## config.mk

```make
export PLATFORM = sky130hd
export DESIGN_NAME = log10_arbiter_flat
export DESIGN_NICKNAME = d
export VERILOG_FILES = /design/src/rtl/log10_arbiter_if.sv /design/src/rtl/log10_arbiter.sv /design/src/flat_wrapper.sv
export SDC_FILE = /design/constraint.sdc
export NUM_CORES = 1
export LEC_CHECK = 0
export BUFFER_PORTS_ARGS = -buffer_cell sky130_fd_sc_hd__buf_2
export CELL_PAD_IN_SITES_DETAIL_PLACEMENT = 2
export CELL_PAD_IN_SITES_GLOBAL_PLACEMENT = 2
export CORE_MARGIN = 2
export CORE_UTILIZATION = 24
export DETAILED_ROUTE_END_ITERATION = 8
export HOLD_SLACK_MARGIN = 0.06
export PLACE_DENSITY_LB_ADDON = 0.1
export SETUP_SLACK_MARGIN = 0.1
export SYNTH_ARGS = -nofsm -noshare
export SYNTH_HDL_FRONTEND = slang
export SYNTH_SLANG_ARGS = --single-unit
```

## constraint.sdc

```tcl
create_clock -name Clk -period 5.9 [get_ports Clk]
set_clock_uncertainty 0.1 [all_clocks]
set_input_delay 0.295 -clock Clk [delete_from_list [all_inputs] [get_ports Clk]]
set_output_delay 0.295 -clock Clk [all_outputs]
set_load 0.02 [all_outputs]
```

## src/rtl/log10_arbiter_if.sv

```systemverilog
// Bundle of requester, response and shared-Log10 signals around log10_arbiter.
// The arbiter connects through the slave modport; its environment uses master.
interface log10_arbiter_if #(
  parameter int NREQ = 4,
  parameter int WI   = 10,
  parameter int WF   = 40,
  parameter int WIO  = 12,
  parameter int WFO  = 12
);
  localparam int OPW = WI + WF;
  localparam int RW  = WIO + WFO;
  localparam int IDW = $clog2(NREQ);

  logic [NREQ-1:0]     req_valid;
  logic [NREQ*OPW-1:0] req_data;
  logic [NREQ-1:0]     req_ready;
  logic                rsp_valid;
  logic                rsp_ready;
  logic [RW-1:0]       rsp_data;
  logic [IDW-1:0]      rsp_id;
  logic                rsp_err;
  logic [OPW-1:0]      log_in;
  logic                log_rst;
  logic [RW-1:0]       log_out;
  logic                log_negflow;

  modport slave (
    input  req_valid, req_data, rsp_ready, log_out, log_negflow,
    output req_ready, rsp_valid, rsp_data, rsp_id, rsp_err, log_in, log_rst
  );

  modport master (
    output req_valid, req_data, rsp_ready, log_out, log_negflow,
    input  req_ready, rsp_valid, rsp_data, rsp_id, rsp_err, log_in, log_rst
  );
endinterface

```

## src/rtl/log10_arbiter.sv

```systemverilog
// Round-robin arbiter time-sharing one combinational Log10 unit among NREQ requesters;
// one operand in flight at a time, result returned with its requester id.
module log10_arbiter #(
  parameter int NREQ = 4,
  parameter int WI   = 10,
  parameter int WF   = 40,
  parameter int WIO  = 12,
  parameter int WFO  = 12,
  parameter int LAT  = 2
) (
  input  logic Clk,
  input  logic Rst,
  log10_arbiter_if.slave bus
);
  localparam int OPW = WI + WF;
  localparam int RW  = WIO + WFO;
  localparam int IDW = $clog2(NREQ);
  localparam int CW  = (LAT > 1) ? $clog2(LAT) : 1;

  localparam logic [1:0] S_IDLE = 2'd0;
  localparam logic [1:0] S_EVAL = 2'd1;
  localparam logic [1:0] S_RESP = 2'd2;

  logic [1:0]     r_state;
  logic [IDW-1:0] r_rr_ptr;
  logic [IDW-1:0] r_id;
  logic [CW-1:0]  r_cnt;
  logic [OPW-1:0] r_log_in;
  logic           r_rsp_valid;
  logic [RW-1:0]  r_rsp_data;
  logic [IDW-1:0] r_rsp_id;
  logic           r_rsp_err;

  logic [OPW-1:0]  w_ops [NREQ];
  logic            w_found;
  logic            w_hit;
  logic [IDW:0]    w_sum;
  logic [IDW-1:0]  w_idx;
  logic [IDW-1:0]  w_gidx;
  logic [IDW-1:0]  w_next_ptr;
  logic [NREQ-1:0] w_req_ready;
  logic            w_err;

  for (genvar gi = 0; gi < NREQ; gi++) begin : g_ops
    assign w_ops[gi] = bus.req_data[gi*OPW +: OPW];
  end

  // Round-robin pick: scan downward through the search order so the last hit is the first from rr_ptr.
  always_comb begin
    w_found = 1'b0;
    w_gidx  = '0;
    w_sum   = '0;
    w_idx   = '0;
    w_hit   = 1'b0;
    for (int i = NREQ - 1; i >= 0; i--) begin
      w_sum   = {1'b0, r_rr_ptr} + (IDW+1)'(i);
      w_idx   = (w_sum >= (IDW+1)'(NREQ)) ? IDW'(w_sum - (IDW+1)'(NREQ)) : IDW'(w_sum);
      w_hit   = bus.req_valid[w_idx];
      w_found = w_found | w_hit;
      w_gidx  = w_hit ? w_idx : w_gidx;
    end
  end

  assign w_next_ptr = (w_gidx == IDW'(NREQ - 1)) ? '0 : w_gidx + IDW'(1);
  // A zero operand cannot be caught by the unit's flag, so it is tested here.
  assign w_err      = bus.log_negflow | r_log_in[OPW-1] | (r_log_in == '0);

  // One-hot accept strobe, only while idle.
  always_comb begin
    w_req_ready = '0;
    if ((r_state == S_IDLE) && w_found) begin
      w_req_ready[w_gidx] = 1'b1;
    end else begin
      w_req_ready = '0;
    end
  end

  // Grant / settle / respond state machine.
  always_ff @(posedge Clk) begin
    if (!Rst) begin
      r_state     <= S_IDLE;
      r_rr_ptr    <= '0;
      r_id        <= '0;
      r_cnt       <= '0;
      r_log_in    <= '0;
      r_rsp_valid <= 1'b0;
      r_rsp_data  <= '0;
      r_rsp_id    <= '0;
      r_rsp_err   <= 1'b0;
    end else begin
      case (r_state)
        S_IDLE: begin
          if (w_found) begin
            r_log_in <= w_ops[w_gidx];
            r_id     <= w_gidx;
            r_rr_ptr <= w_next_ptr;
            r_cnt    <= '0;
            r_state  <= S_EVAL;
          end else begin
            r_state  <= S_IDLE;
          end
        end
        S_EVAL: begin
          r_cnt <= r_cnt + CW'(1);
          if (r_cnt == CW'(LAT - 1)) begin
            r_rsp_data  <= w_err ? '0 : bus.log_out;
            r_rsp_err   <= w_err;
            r_rsp_id    <= r_id;
            r_rsp_valid <= 1'b1;
            r_state     <= S_RESP;
          end else begin
            r_state     <= S_EVAL;
          end
        end
        S_RESP: begin
          if (bus.rsp_ready) begin
            r_rsp_valid <= 1'b0;
            r_state     <= S_IDLE;
          end else begin
            r_state     <= S_RESP;
          end
        end
        default: begin
          r_rsp_valid <= 1'b0;
          r_state     <= S_IDLE;
        end
      endcase
    end
  end

  assign bus.req_ready = w_req_ready;
  assign bus.rsp_valid = r_rsp_valid;
  assign bus.rsp_data  = r_rsp_data;
  assign bus.rsp_id    = r_rsp_id;
  assign bus.rsp_err   = r_rsp_err;
  assign bus.log_in    = r_log_in;
  // The shared unit is held in reset exactly as long as this block is.
  assign bus.log_rst   = Rst;
endmodule

```

## src/flat_wrapper.sv

```systemverilog
// flat-port wrapper written by rule: the top's interface ports become plain ports
module log10_arbiter_flat 
#(
  parameter int NREQ = 4,
  parameter int WI   = 10,
  parameter int WF   = 40,
  parameter int WIO  = 12,
  parameter int WFO  = 12,
  parameter int LAT  = 2
)
  (Clk, Rst, bus_req_valid, bus_req_data, bus_rsp_ready, bus_log_out, bus_log_negflow, bus_req_ready, bus_rsp_valid, bus_rsp_data, bus_rsp_id, bus_rsp_err, bus_log_in, bus_log_rst);
  log10_arbiter_if #(.NREQ(NREQ), .WI(WI), .WF(WF), .WIO(WIO), .WFO(WFO)) bus_i ();
  input  logic Clk;
  input  logic Rst;
  input wire logic [$bits(bus_i.req_valid)-1:0] bus_req_valid;
  input wire logic [$bits(bus_i.req_data)-1:0] bus_req_data;
  input wire logic [$bits(bus_i.rsp_ready)-1:0] bus_rsp_ready;
  input wire logic [$bits(bus_i.log_out)-1:0] bus_log_out;
  input wire logic [$bits(bus_i.log_negflow)-1:0] bus_log_negflow;
  output wire logic [$bits(bus_i.req_ready)-1:0] bus_req_ready;
  output wire logic [$bits(bus_i.rsp_valid)-1:0] bus_rsp_valid;
  output wire logic [$bits(bus_i.rsp_data)-1:0] bus_rsp_data;
  output wire logic [$bits(bus_i.rsp_id)-1:0] bus_rsp_id;
  output wire logic [$bits(bus_i.rsp_err)-1:0] bus_rsp_err;
  output wire logic [$bits(bus_i.log_in)-1:0] bus_log_in;
  output wire logic [$bits(bus_i.log_rst)-1:0] bus_log_rst;
  assign bus_i.req_valid = bus_req_valid;
  assign bus_i.req_data = bus_req_data;
  assign bus_i.rsp_ready = bus_rsp_ready;
  assign bus_i.log_out = bus_log_out;
  assign bus_i.log_negflow = bus_log_negflow;
  assign bus_req_ready = bus_i.req_ready;
  assign bus_rsp_valid = bus_i.rsp_valid;
  assign bus_rsp_data = bus_i.rsp_data;
  assign bus_rsp_id = bus_i.rsp_id;
  assign bus_rsp_err = bus_i.rsp_err;
  assign bus_log_in = bus_i.log_in;
  assign bus_log_rst = bus_i.log_rst;
  log10_arbiter #(.NREQ(NREQ), .WI(WI), .WF(WF), .WIO(WIO), .WFO(WFO), .LAT(LAT)) u_core (.Clk(Clk), .Rst(Rst), .bus(bus_i));
endmodule
```

**Yosys cells after proc, flatten, opt, wreduce, memory -nomap -nowiden**

Cells that the tools add are included.

- Register bits: 85
- Bits of input ports: 232
- Output and inout bits: 83
- Word-level logic and storage cells: 84

- Add/sub/neg operators: 9
- $lt $le $gt $ge: 11
- Equality and inequality tests: 6
- Multiplexer cells: 33
- Bitwise gates (word level): 7
- Reductions and logical operators: 9

Operators with widths:

| kind | count |
|---|---|
| $bmux 50 s2 | 1 |
| $mux 50 | 2 |
| $logic_not 50->1 | 1 |
| $mux 24 | 1 |
| $mux 2 | 11 |
| $lt 2x3->1 const B | 5 |
| $ge 3x3->1 const B | 4 |
| $mux 1 | 9 |
| $bmux 1 s2 | 4 |
| $sub 2x1->2 const B | 4 |
| $add 2x2->3 const B | 2 |
| $pmux 2 s3 | 1 |
| $reduce_and 2->1 | 3 |
| $or 1x1->1 | 5 |
| $eq 2x2->1 const B | 2 |
| $mux 4 | 1 |
| $ne 2x1->1 const B | 2 |
| $add 2x1->3 const B | 1 |
| $ge 2x3->1 const B | 1 |
| $not 2->3 | 1 |
| $pmux 1 s3 | 1 |
| $reduce_and 3->1 | 1 |
| $add 2x1->2 const B | 1 |
| $demux 1 s2 | 1 |
| other kinds (9) | 10 |

**Depth between registers and ports, before layout**

Gate-level depths: netlist of run 1.

- Depth in word-level cells: 14
- Mapped depth: 8
- Mapped depth without buffers: 6

**Worst setup path after synthesis of run 1**

Ideal clock, no wire load.

- Path kind: reg2out
- From: register u_core.r_rr_ptr[1]
- To: output bus_req_ready[2]
- Arrival time: 2.020 ns
- Data required time: 5.505 ns
- Setup slack: 3.485 ns
- Cell stages (with the launch flop): 7
- Buffers on the path: 2
- Cell sequence: dfxtp_1 -> or3b_2 -> o221ai_2 -> buf_6 -> buf_2 -> inv_1 -> nor4_1

- Cells in the longest elaborated chain, start to end: 14
- Elaborated cells between the ends (all ways): 37
- Those cells by class: add/sub: 7; order compare: 6; mux: 19; bitwise: 3; reduce/logical: 2

RTL lines:

| item | line | RTL |
|---|---|---|
| start: declaration | log10_arbiter.sv:25 | `logic [IDW-1:0] r_rr_ptr;` |
| start signal: assignment | log10_arbiter.sv:96 | `r_rr_ptr <= w_next_ptr;` |
| $add 2x2->3 | log10_arbiter.sv:56 | `w_sum = {1'b0, r_rr_ptr} + (IDW+1)'(i);` |
| $ge 3x3->1 or $sub 2x1->2 (tied branches) | log10_arbiter.sv:57 | `w_idx = (w_sum >= (IDW+1)'(NREQ)) ? IDW'(w_sum - (IDW+1)'(NREQ)) : IDW'(w_sum);` |
| $mux 2 | log10_arbiter.sv:57 |  |
| $bmux 1 s2 | log10_arbiter.sv:58 | `w_hit = bus.req_valid[w_idx];` |
| $mux 1 (not written as such) | log10_arbiter.sv:58 |  |
| $mux 2 (4 in a row) | log10_arbiter.sv:60 | `w_gidx = w_hit ? w_idx : w_gidx;` |
| $lt 2x3->1 (not written as such) or $ge 2x1->1 (tied branches) | log10_arbiter.sv:72 | `w_req_ready[w_gidx] = 1'b1;` |
| $logic_and 1x1->1 (not written as such) | log10_arbiter.sv:72 |  |
| $mux 1 (not written as such) | log10_arbiter.sv:72 |  |
| $demux 1 s2 | - |  |
| $mux 4 (*) | log10_arbiter.sv:71 | `if ((r_state == S_IDLE) && w_found) begin` |
| end: declaration | flat_wrapper.sv:20 | `output wire logic [$bits(bus_i.req_ready)-1:0] bus_req_ready;` |

Mark *: on every way between the ends. The rest lies on a longest branch, timed or not. The select of a mux whose other input is x is not followed.

**Worst setup path in the final report of run 1**

- From: register u_core.r_state[1]
- To: register u_core.r_log_in[8], in the netlist u_core.bus.log_in[8]

- Cells in the longest elaborated chain, start to end: 2

RTL lines:

| item | line | RTL |
|---|---|---|
| start: declaration | log10_arbiter.sv:24 | `logic [1:0] r_state;` |
| start signal: assignment | log10_arbiter.sv:81 | `r_state <= S_IDLE;` |
| start signal: assignment | log10_arbiter.sv:98 | `r_state <= S_EVAL;` |
| start signal: assignment | log10_arbiter.sv:100 | `r_state <= S_IDLE;` |
| $logic_not 2->1 | log10_arbiter.sv:91 | `case (r_state)` |
| $reduce_and 2->1 (no line) | - |  |
| end signal: assignment | log10_arbiter.sv:94 | `r_log_in <= w_ops[w_gidx];` |
| end: declaration | log10_arbiter.sv:28 | `logic [OPW-1:0] r_log_in;` |

Every way passes these cells.
A chain may end at the register's enable or synchronous reset.

==> flow_metrics.env, run 1 <==
export IMPL_ys_ff_latch=85
export IMPL_grt_pass1_vias=5413
export IMPL_port_buffers=314
export IMPL_syn_area_mm2=0.004522
export IMPL_fmax_ghz=0.2929
export IMPL_fin_setup_tns_ns=0
export IMPL_clock_sinks=85
export IMPL_cts_tree="built"
export IMPL_setup_viol_count_final=0
export IMPL_outcome="complete, no violations"
export IMPL_grt_pass1_wl_um=30500
export IMPL_fin_nets=997
export IMPL_synthCells=476
export IMPL_antenna_left=0
export IMPL_critPathMaxFanout=59
export IMPL_drt_iter0_drc=150
export IMPL_place_gp_congestion=0.7866
export IMPL_wirelength_um=20110
export IMPL_ctsHoldBuffers=0
export IMPL_finalHoldViolCount=0
export IMPL_syn_num_nets=709
export IMPL_place_hpwl_um=15380
export IMPL_clkTransAtPathRegs_ns=0.07
export IMPL_htreeDepth=3
export IMPL_drc=0
export IMPL_report_final_slew_viol_count=0
export IMPL_area_delta_synth_final_pct=44.94
export IMPL_grt_max_degree=60
export IMPL_cp_required_ns=6.09
export IMPL_netlist_top_cells_area="dfxtp_1, mux2i_1, a31o_2, o22ai_1, a2bb2oi_1"
export IMPL_root_buffer="clkbuf_16"
export IMPL_post_cts_buffers=0
export IMPL_numCtsBuffers=9
export IMPL_synth_top_cell_area_share_pct=37.63
export IMPL_drtPass1Iterations=4
export IMPL_ff_latch_area_mm2=0.001702
export IMPL_hp_start="bus_rsp_ready"
export IMPL_multi_input_area_mm2=0.002589
export IMPL_n_fill_cell=2153
export IMPL_startpoint="u_core.r_state[1]"
export IMPL_synth_cell_types=37
export IMPL_maxCapViolations=0
export IMPL_grt_use_total_pct=19.56
export IMPL_die_y_um=141.3
export IMPL_synth_avg_cell_area_um2=9.500
export IMPL_rsz0062_at_grt="no"
export IMPL_cp_arrival_ns=3.60
export IMPL_cts_repair_resized=0
export IMPL_placed_cell_area_mm2=0.006241
export IMPL_io_pins=315
export IMPL_cts_buffer_depth=2
export IMPL_rows=50
export IMPL_diodes=0
export IMPL_synth_top_area_cell="dfxtp_1"
export IMPL_layout_drive_gt1_share_pct=49.93
export IMPL_hold_class="primary input to flip-flop"
export IMPL_dr_total_vias=5036
export IMPL_r2r_start="u_core.r_state[1]"
export IMPL_worstMarginPinSlew_ns=1.238
export IMPL_antenna_found_initial=0
export IMPL_overflow=0
export IMPL_initial_utilization_pct=24.34
export IMPL_period_share_pct=57.86
export IMPL_coreArea_mm2=0.01858
export IMPL_layout_setup_ws_ns=2.486
export IMPL_peakVddDrop_mv=0.1194
export IMPL_vias_per_cell=5.021
export IMPL_startpoint_type="flip-flop"
export IMPL_stdcell_area_mm2=0.006554
export IMPL_worst_setup_path_type="flip-flop to flip-flop"
export IMPL_die_w_um=141.3
export IMPL_dp_slack_ns=2.148
export IMPL_clkLatencyLatePin_ns=0.35
export IMPL_slew_headroom_pct=17.46
export IMPL_end_kind="flip-flop"
export IMPL_yosysWarnings=0
export IMPL_post_route_min_period_ns=3.414
export IMPL_synth_seq_area_share_pct=37.63
export IMPL_p_leak_nw=3.507
export IMPL_avgRoutedWirePerCell_um=20.05
export IMPL_floorplan_die_area_mm2=0.01995
export IMPL_p_per_area_mw_per_mm2=288.0
==> critical path: stages, from the launching register on <==
cell	delay, ns
dfxtp_1	0.37
or3_2	1.01
or4_2	1.23
o22ai_1	0.44
a31o_1	0.14
==> cell families after synthesis <==
logic type      synth area share, %
buf+inv                       5.727
flops                         37.63
mux                           22.80
fa+ha+maj                    0.2767
simple gates                  9.796
compound gates                23.77
==> per-layer routing <==
metal  wire length [um]  share of wire [%]  up-vias  global-route usage (%)
met5                  0                  0        -                       0
met4                372                1.9        0                   6.158
met3               1368                6.8       21                   4.725
met2              10310                 51      171                   35.90
met1               8060                 40     2448                   22.34
li1                   -                  -     2396                       -
==> worst paths after layout <==
path,to,slack (ns),cells after the start
worst min-delay path,u_core.r_state[1],0.12,4
worst max-delay path,u_core.bus.log_in[8],2.49,4
worst min register to register,u_core.r_id[1],0.37,2
worst max register to register,u_core.bus.log_in[8],2.49,4
==> through the flow <==
stage               hold slack [ns]  cells  util (%)  power (mW)
global placement             0.3411    987     33.59       1.289
floorplan                    0.3357    476         -       1.065
detailed placement           0.3628    987     33.59       1.308
finish                       0.1221   1003     35.27       1.888
CTS                          0.1125   1003     35.27       1.920
global route                 0.1446   1003     35.27       1.995
==> sequential cells by signal, indices dropped and copies added, names as in the netlist <==
register / flops
u_core.bus.log_in: 50
u_core.bus.rsp_data: 24
u_core.bus.rsp_err: 1
u_core.bus.rsp_id: 2
u_core.bus.rsp_valid: 1
u_core.r_cnt: 1
u_core.r_id: 2
u_core.r_rr_ptr: 2
u_core.r_state: 2
==> power by group <==
part	switching, mW	total, mW	internal [mW]
logic	0.334	0.593	0.259
registers	0.0549	0.691	0.636
clock network	0.241	0.603	0.363
total	0.630	1.89	1.26
==> synthesized netlist by cell type (all sizes together) <==
master / count
or4: 1
or3: 1
o22ai: 50
nand2: 33
a31o: 50
nor2b: 3
nand2b: 1
o21ai: 2
mux2i: 103
a21oi: 7
nand3b: 1
nor2: 32
a21boi: 1
inv: 4
nand4: 2
clkbuf: 23
and2: 1
a2111oi: 1
o221ai: 1
buf: 23
a221oi: 1
dfxtp: 85
or3b: 1
a2bb2oi: 24
clkinv: 1
nor4: 15
ha: 1
o211ai: 1
nor3: 4
a211oi: 2
nand3: 1
==> cell usage in the layout (no fill, tap or decap), types with 2 or more instances in the layout <==
cell type	n
clkbuf_8	3
mux2i_1	103
dfxtp_1	85
nor2_1	32
clkbuf_16	9
o21ai_0	2
buf_2	314
a2bb2oi_1	24
a31o_2	39
nor2b_1	3
inv_1	4
nor4_1	14
o22ai_1	49
a31o_1	11
buf_4	9
a21oi_1	7
nor3_1	3
nand2_1	33
a211oi_1	2
nand4_1	2
==> layout make-up <==
cell class	count	share of cell area [%]
sequential	85	25.96
clock buffer	13	4.124
tap	234	4.467
inverter	5	0.2864
timing repair buffer	323	25.01
multi-input combinational	340	39.50
clock inverter	3	0.6491
Power figures use the tool's default switching activity.
==> run 2: changes to the inputs <==
- ABC_AREA: not set -> 1
- CORE_UTILIZATION: 24 -> 20
- clock period: 5.9 -> 3.3 ns (I/O delays scaled with it)
==> run 2 against run 1 <==
Against the previous run:
- count of clock-buffer cells in the layout decreased by 4
- combinational power grew to 6.7 times the previous value
- total power grew to 3.4 times the previous value
- critical endpoint is now u_core.bus.log_in[6]
- highest routed layer is now met5
==> flow_metrics.env, run 2 <==
export IMPL_outcome="complete, no violations"
export IMPL_p_leak_nw=4.029
export IMPL_avgRoutedWirePerCell_um=17.44
export IMPL_port_buffers=314
export IMPL_antenna_left=0
export IMPL_fin_nets=1397
export IMPL_hold_class="primary input to flip-flop"
export IMPL_root_buffer="clkbuf_16"
export IMPL_antenna_found_initial=8
export IMPL_synthFlopType="dfxtp_1"
export IMPL_drtPass1Iterations=4
export IMPL_finalHoldViolCount=0
export IMPL_hold_ws_ns=0.06024
export IMPL_synth_cell_types=25
export IMPL_fin_cells=1498
export IMPL_worst_setup_path_type="flip-flop to flip-flop"
export IMPL_report_final_slew_viol_count=0
export IMPL_fin_util_pct=33.32
export IMPL_worstMarginPinSlew_ns=0.7148
export IMPL_period_share_pct=88.38
export IMPL_coreArea_mm2=0.02418
export IMPL_area_delta_synth_final_pct=64.43
export IMPL_die_w_um=160.5
export IMPL_place_gp_congestion=0.7981
export IMPL_synthCells=790
export IMPL_synth_top_area_cell="dfxtp_1"
export IMPL_netlist_top_cells_area="dfxtp_1, nand3_1, nand2_1, buf_2, a21oi_1"
export IMPL_largest_register_ffs=50
export IMPL_yosysMostFrequentCell="nand3_1"
export IMPL_initial_utilization_pct=20.27
export IMPL_r2r_slack_ns=0.38
export IMPL_clock_sinks=85
export IMPL_fmax_ghz=0.3429
export IMPL_layout_setup_ws_ns=0.3835
export IMPL_synth_edf_count=0
export IMPL_slew_headroom_pct=52.35
export IMPL_stdcell_area_mm2=0.008056
export IMPL_dp_slack_ns=0.3801
export IMPL_htreeDepth=3
export IMPL_yosysWarnings=0
export IMPL_synth_seq_area_share_pct=34.73
export IMPL_cts_buffer_depth=2
export IMPL_wirelength_um=26130
export IMPL_rsz0062_at_grt="no"
export IMPL_dp_cells=1379
export IMPL_fin_setup_tns_ns=0
export IMPL_clkTransAtPathRegs_ns=0.08
export IMPL_busiest_layer="met2"
export IMPL_critPathMaxFanout=100
export IMPL_rows=57
export IMPL_syn_num_nets=1023
export IMPL_drt_iter0_drc=289
export IMPL_cp_required_ns=3.50
export IMPL_grt_pass1_wl_um=40930
export IMPL_peakVddDrop_mv=0.3633
export IMPL_grt_use_total_pct=19.91
export IMPL_power_mw=6.510
export IMPL_numCtsBuffers=9
export IMPL_dr_total_vias=6920
export IMPL_met3_usage_pct=4.830
export IMPL_maxCapViolations=0
export IMPL_ys_ff_latch=85
export IMPL_layout_common_cells="buf_2, nand3_1, nand2_1"
export IMPL_met2_usage_pct=34.89
export IMPL_clkLatencyLatePin_ns=0.35
export IMPL_synth_avg_cell_area_um2=6.202
export IMPL_drc=0
export IMPL_synth_commonest_cells="nand3_1, nand2_1, dfxtp_1, buf_2, a21oi_1"
export IMPL_placed_cell_area_mm2=0.006754
export IMPL_synth_top_cell_area_share_pct=34.73
export IMPL_floorplan_die_area_mm2=0.02577
export IMPL_grt_max_degree=101
export IMPL_grt_pass1_vias=7464
export IMPL_die_y_um=160.5
export IMPL_layout_drive_gt1_share_pct=30.54
export IMPL_cts_tree="built"
export IMPL_io_pins=315
export IMPL_synthArstFlopShare_pct=0
export IMPL_cp_arrival_ns=3.12
export IMPL_syn_area_mm2=0.004900
export IMPL_vias_per_cell=4.619
export IMPL_startpoint_type="flip-flop"
export IMPL_post_cts_buffers=0
export IMPL_setup_viol_count_final=0
export IMPL_layout_commonest_cell="buf_2"
export IMPL_globalRouteMet1Util_pct=24.24
export IMPL_post_route_min_period_ns=2.917
export IMPL_n_fill_cell=2980
export IMPL_end_kind="flip-flop"
export IMPL_overflow=0
export IMPL_place_hpwl_um=18050
export IMPL_p_per_area_mw_per_mm2=808.0
-- run 2: repair_timing --
action / CTS / global route
pin swaps: 0 / 1
hold endpoints to repair: 74 / 0
gates resized for setup: 1 / 1
hold buffers: 97 / 0
endpoints found under the setup margin: 4 / 19
cloned: 0 / 1
-- run 2: worst paths after layout --
kind                                              start                      end  cells past startpoint
worst max-delay path                 u_core.r_rr_ptr[0]     u_core.bus.log_in[6]                     12
worst min-delay path                  bus_req_data[173]    u_core.bus.log_in[23]                      5
worst max register to register       u_core.r_rr_ptr[0]     u_core.bus.log_in[6]                     12
worst min register to register  u_core.bus.rsp_data[12]  u_core.bus.rsp_data[12]                      2
-- run 2: worst max-delay path, stage by stage, from the launching register on --
cell and delay [ns]:
dfxtp_2 0.51, nand2_1 0.16, nand3_1 0.13, nand2_1 0.06, nand3_1 0.14, nand2_1 0.12, nand2_4 0.14, buf_12 0.38
nand3_1 0.23, nand3_1 0.14, nand3_1 0.09, nand2_1 0.06, dlygate4sd3_1 0.54
-- run 2: logic make-up (layout without fill, tap and decap cells) --
group,count (synthesis),after routing,synth area share (%)
and+or+nand+nor,579,580,52.50
DFF,85,85,34.73
buffers and inverters,84,462,8.069
AOI/OAI and AO/OA,40,40,4.264
adders and majority gates,1,1,0.2553
xor gates and xnor gates,1,1,0.1788
other,0,5,0
-- run 2: report_power, final --
part	leakage [nW]	switching (mW)	internal, mW	total, mW
registers	0.698	0.200	1.27	1.47
logic	3.19	2.63	1.36	3.99
clock network	0.143	0.511	0.536	1.05
total	4.03	3.34	3.17	6.51
-- run 2: layout make-up --
cell class                      instances  area, um^2  share of cell area, %
Timing Repair Buffer                  426        2705                  33.58
Tap cell                              324       405.4                  5.032
Multi-Input combinational cell        622        2858                  35.47
Clock buffer                            9       225.2                  2.795
Clock inverter                          7       72.57                 0.9008
Sequential cell                        85        1703                  21.14
Antenna cell                            5       12.51                 0.1553
Inverter                               20       75.07                 0.9318
-- run 2: routing by layer --
| layer | up-vias | share of wire (%) |
|---|---|---|
| met5 | - | 0.084 |
| met4 | 4 | 1.3 |
| met3 | 20 | 6.5 |
| met2 | 193 | 49 |
| met1 | 3297 | 43 |
| li1 | 3406 | - |
==> run 3: changes to the inputs <==
- CORE_ASPECT_RATIO: not set -> 1.5
- GPL_TIMING_DRIVEN: not set -> 1
==> run 3 against run 2 <==
Against the previous run:
- global-route usage grew 0.96 points
- non-clock buffer count up 17
- register-to-register slack got worse by 0.05 ns
- worst hold slack better by 0.0015 ns
- maximum frequency decreased by 1.7%
- final cell count up 1.1%
- first-iteration DRC count fell by 32%
- largest cell class is now buffers
==> flow_metrics.env, run 3 (synthesized netlist as in run 2, its figures left out) <==
export IMPL_startpoint_type="flip-flop"
export IMPL_antenna_found_initial=9
export IMPL_cts_tree="built"
export IMPL_worst_setup_path_type="flip-flop to flip-flop"
export IMPL_fmax_ghz=0.3371
export IMPL_finalHoldViolCount=0
export IMPL_fin_util_pct=33.88
export IMPL_cts_buffer_depth=2
export IMPL_clock_sinks=85
export IMPL_outcome="complete, no violations"
export IMPL_worstMarginPinSlew_ns=0.5888
export IMPL_avgRoutedWirePerCell_um=17.71
export IMPL_initial_utilization_pct=20.20
export IMPL_rsz0062_at_grt="no"
export IMPL_slew_headroom_pct=60.38
export IMPL_post_route_min_period_ns=2.966
export IMPL_peakVddDrop_mv=0.5625
export IMPL_layout_common_cells="buf_2, nand3_1, nand2_1"
export IMPL_dr_total_vias=7139
export IMPL_port_buffers=314
export IMPL_grt_pass1_wl_um=42620
export IMPL_setup_viol_count_final=0
export IMPL_grt_use_total_pct=20.87
export IMPL_end_kind="flip-flop"
export IMPL_antenna_left=0
export IMPL_io_pins=315
export IMPL_cp_arrival_ns=3.17
export IMPL_p_per_area_mw_per_mm2=808.9
export IMPL_clkLatencyLatePin_ns=0.36
export IMPL_fin_cells=1515
export IMPL_p_leak_nw=4.038
export IMPL_die_w_um=131.8
export IMPL_cp_required_ns=3.51
export IMPL_grt_pass1_vias=7930
export IMPL_fin_nets=1413
export IMPL_fin_setup_tns_ns=0
export IMPL_report_final_slew_viol_count=0
export IMPL_dp_cells=1378
export IMPL_htreeDepth=3
export IMPL_rows=70
export IMPL_floorplan_die_area_mm2=0.02579
export IMPL_layout_setup_ws_ns=0.3338
export IMPL_area_delta_synth_final_pct=67.75
export IMPL_coreArea_mm2=0.02426
export IMPL_overflow=0
export IMPL_dp_slack_ns=0.7327
export IMPL_grt_max_degree=101
export IMPL_drtPass1Iterations=4
export IMPL_place_gp_congestion=0.7548
export IMPL_maxCapViolations=0
export IMPL_post_cts_buffers=0
export IMPL_root_buffer="clkbuf_16"
export IMPL_largest_register_ffs=50
export IMPL_vias_per_cell=4.712
export IMPL_period_share_pct=89.88
export IMPL_numCtsBuffers=9
export IMPL_layout_commonest_cell="buf_2"
export IMPL_hold_class="primary input to flip-flop"
export IMPL_drc=0
export IMPL_clkTransAtPathRegs_ns=0.07
export IMPL_die_y_um=195.7
export IMPL_critPathMaxFanout=86
export IMPL_place_hpwl_um=18580
export IMPL_drt_iter0_drc=197
export IMPL_layout_drive_gt1_share_pct=29.96
export IMPL_wirelength_um=26830
==> run 3: what timing repair did <==
item / in CTS / in global routing
hold buffers: 115 / 0
hold endpoints to repair: 76 / 0
setup endpoints to repair: 0 / 37
resized for setup: 0 / 1
==> run 3: metal layers <==
layer | up-vias | share of wire (%) | wire length [um] | GRT usage (%)
met5 | - | 0.17 | 45 | 0
met4 | 6 | 3.1 | 822 | 8.414
met3 | 45 | 4.4 | 1170 | 4.186
met2 | 219 | 54 | 14510 | 40.16
met1 | 3427 | 38 | 10290 | 21.96
li1 | 3442 | - | - | -
==> run 3: report_power, final <==
group,switching (mW),internal (mW),total (mW)
clock,0.495,0.547,1.04
combinational,2.60,1.53,4.13
sequential,0.207,1.27,1.48
total,3.31,3.34,6.65
==> run 3: stage by stage <==
step	cell area, um^2	hold slack, ns	power, mW
6_report	8219	0.06175	6.648
3_3_place_gp	6759	0.3410	5.275
3_5_place_dp	6759	0.3447	5.339
2_1_floorplan	4900	0.2007	4.034
5_1_grt	8219	0.07613	7.301
4_1_cts	8203	0.06000	6.780
==> run 3: area by class of cell <==
type                    instances  area [um^2]
flip-flops and latches         85         1703
inverters                      20        75.07
diodes                          6        15.01
clock inverters                 6        53.80
clock buffers                  10        239.0
repair buffers                443         2890
multi-input cells             621         2838
fillers                      3046        16040
well taps                     324        405.4
==> run 3: path summary, 6_finish.rpt <==
| path | start | endpoint | slack (ns) | depth (start not counted) |
|---|---|---|---|---|
| min reg2reg | u_core.bus.rsp_valid | u_core.bus.rsp_valid | 0.37 | 2 |
| min | bus_req_data[98] | u_core.bus.log_in[48] | 0.06 | 5 |
| max reg2reg | u_core.r_rr_ptr[0] | u_core.bus.log_in[5] | 0.33 | 12 |
| max | u_core.r_rr_ptr[0] | u_core.bus.log_in[5] | 0.33 | 12 |
==> run 3: critical path, cell delays in order, from the launching register on <==
cell,delay (ns)
dfxtp_2,0.49
inv_1,0.13
nand2_1,0.12
nand3_1,0.12
nand2_1,0.09
nand3_1,0.14
nand3_4,0.24
buf_12,0.37
nand3_1,0.16
nand3_1,0.14
nand3_1,0.10
dlygate4sd3_1,0.57
nand2_1,0.05
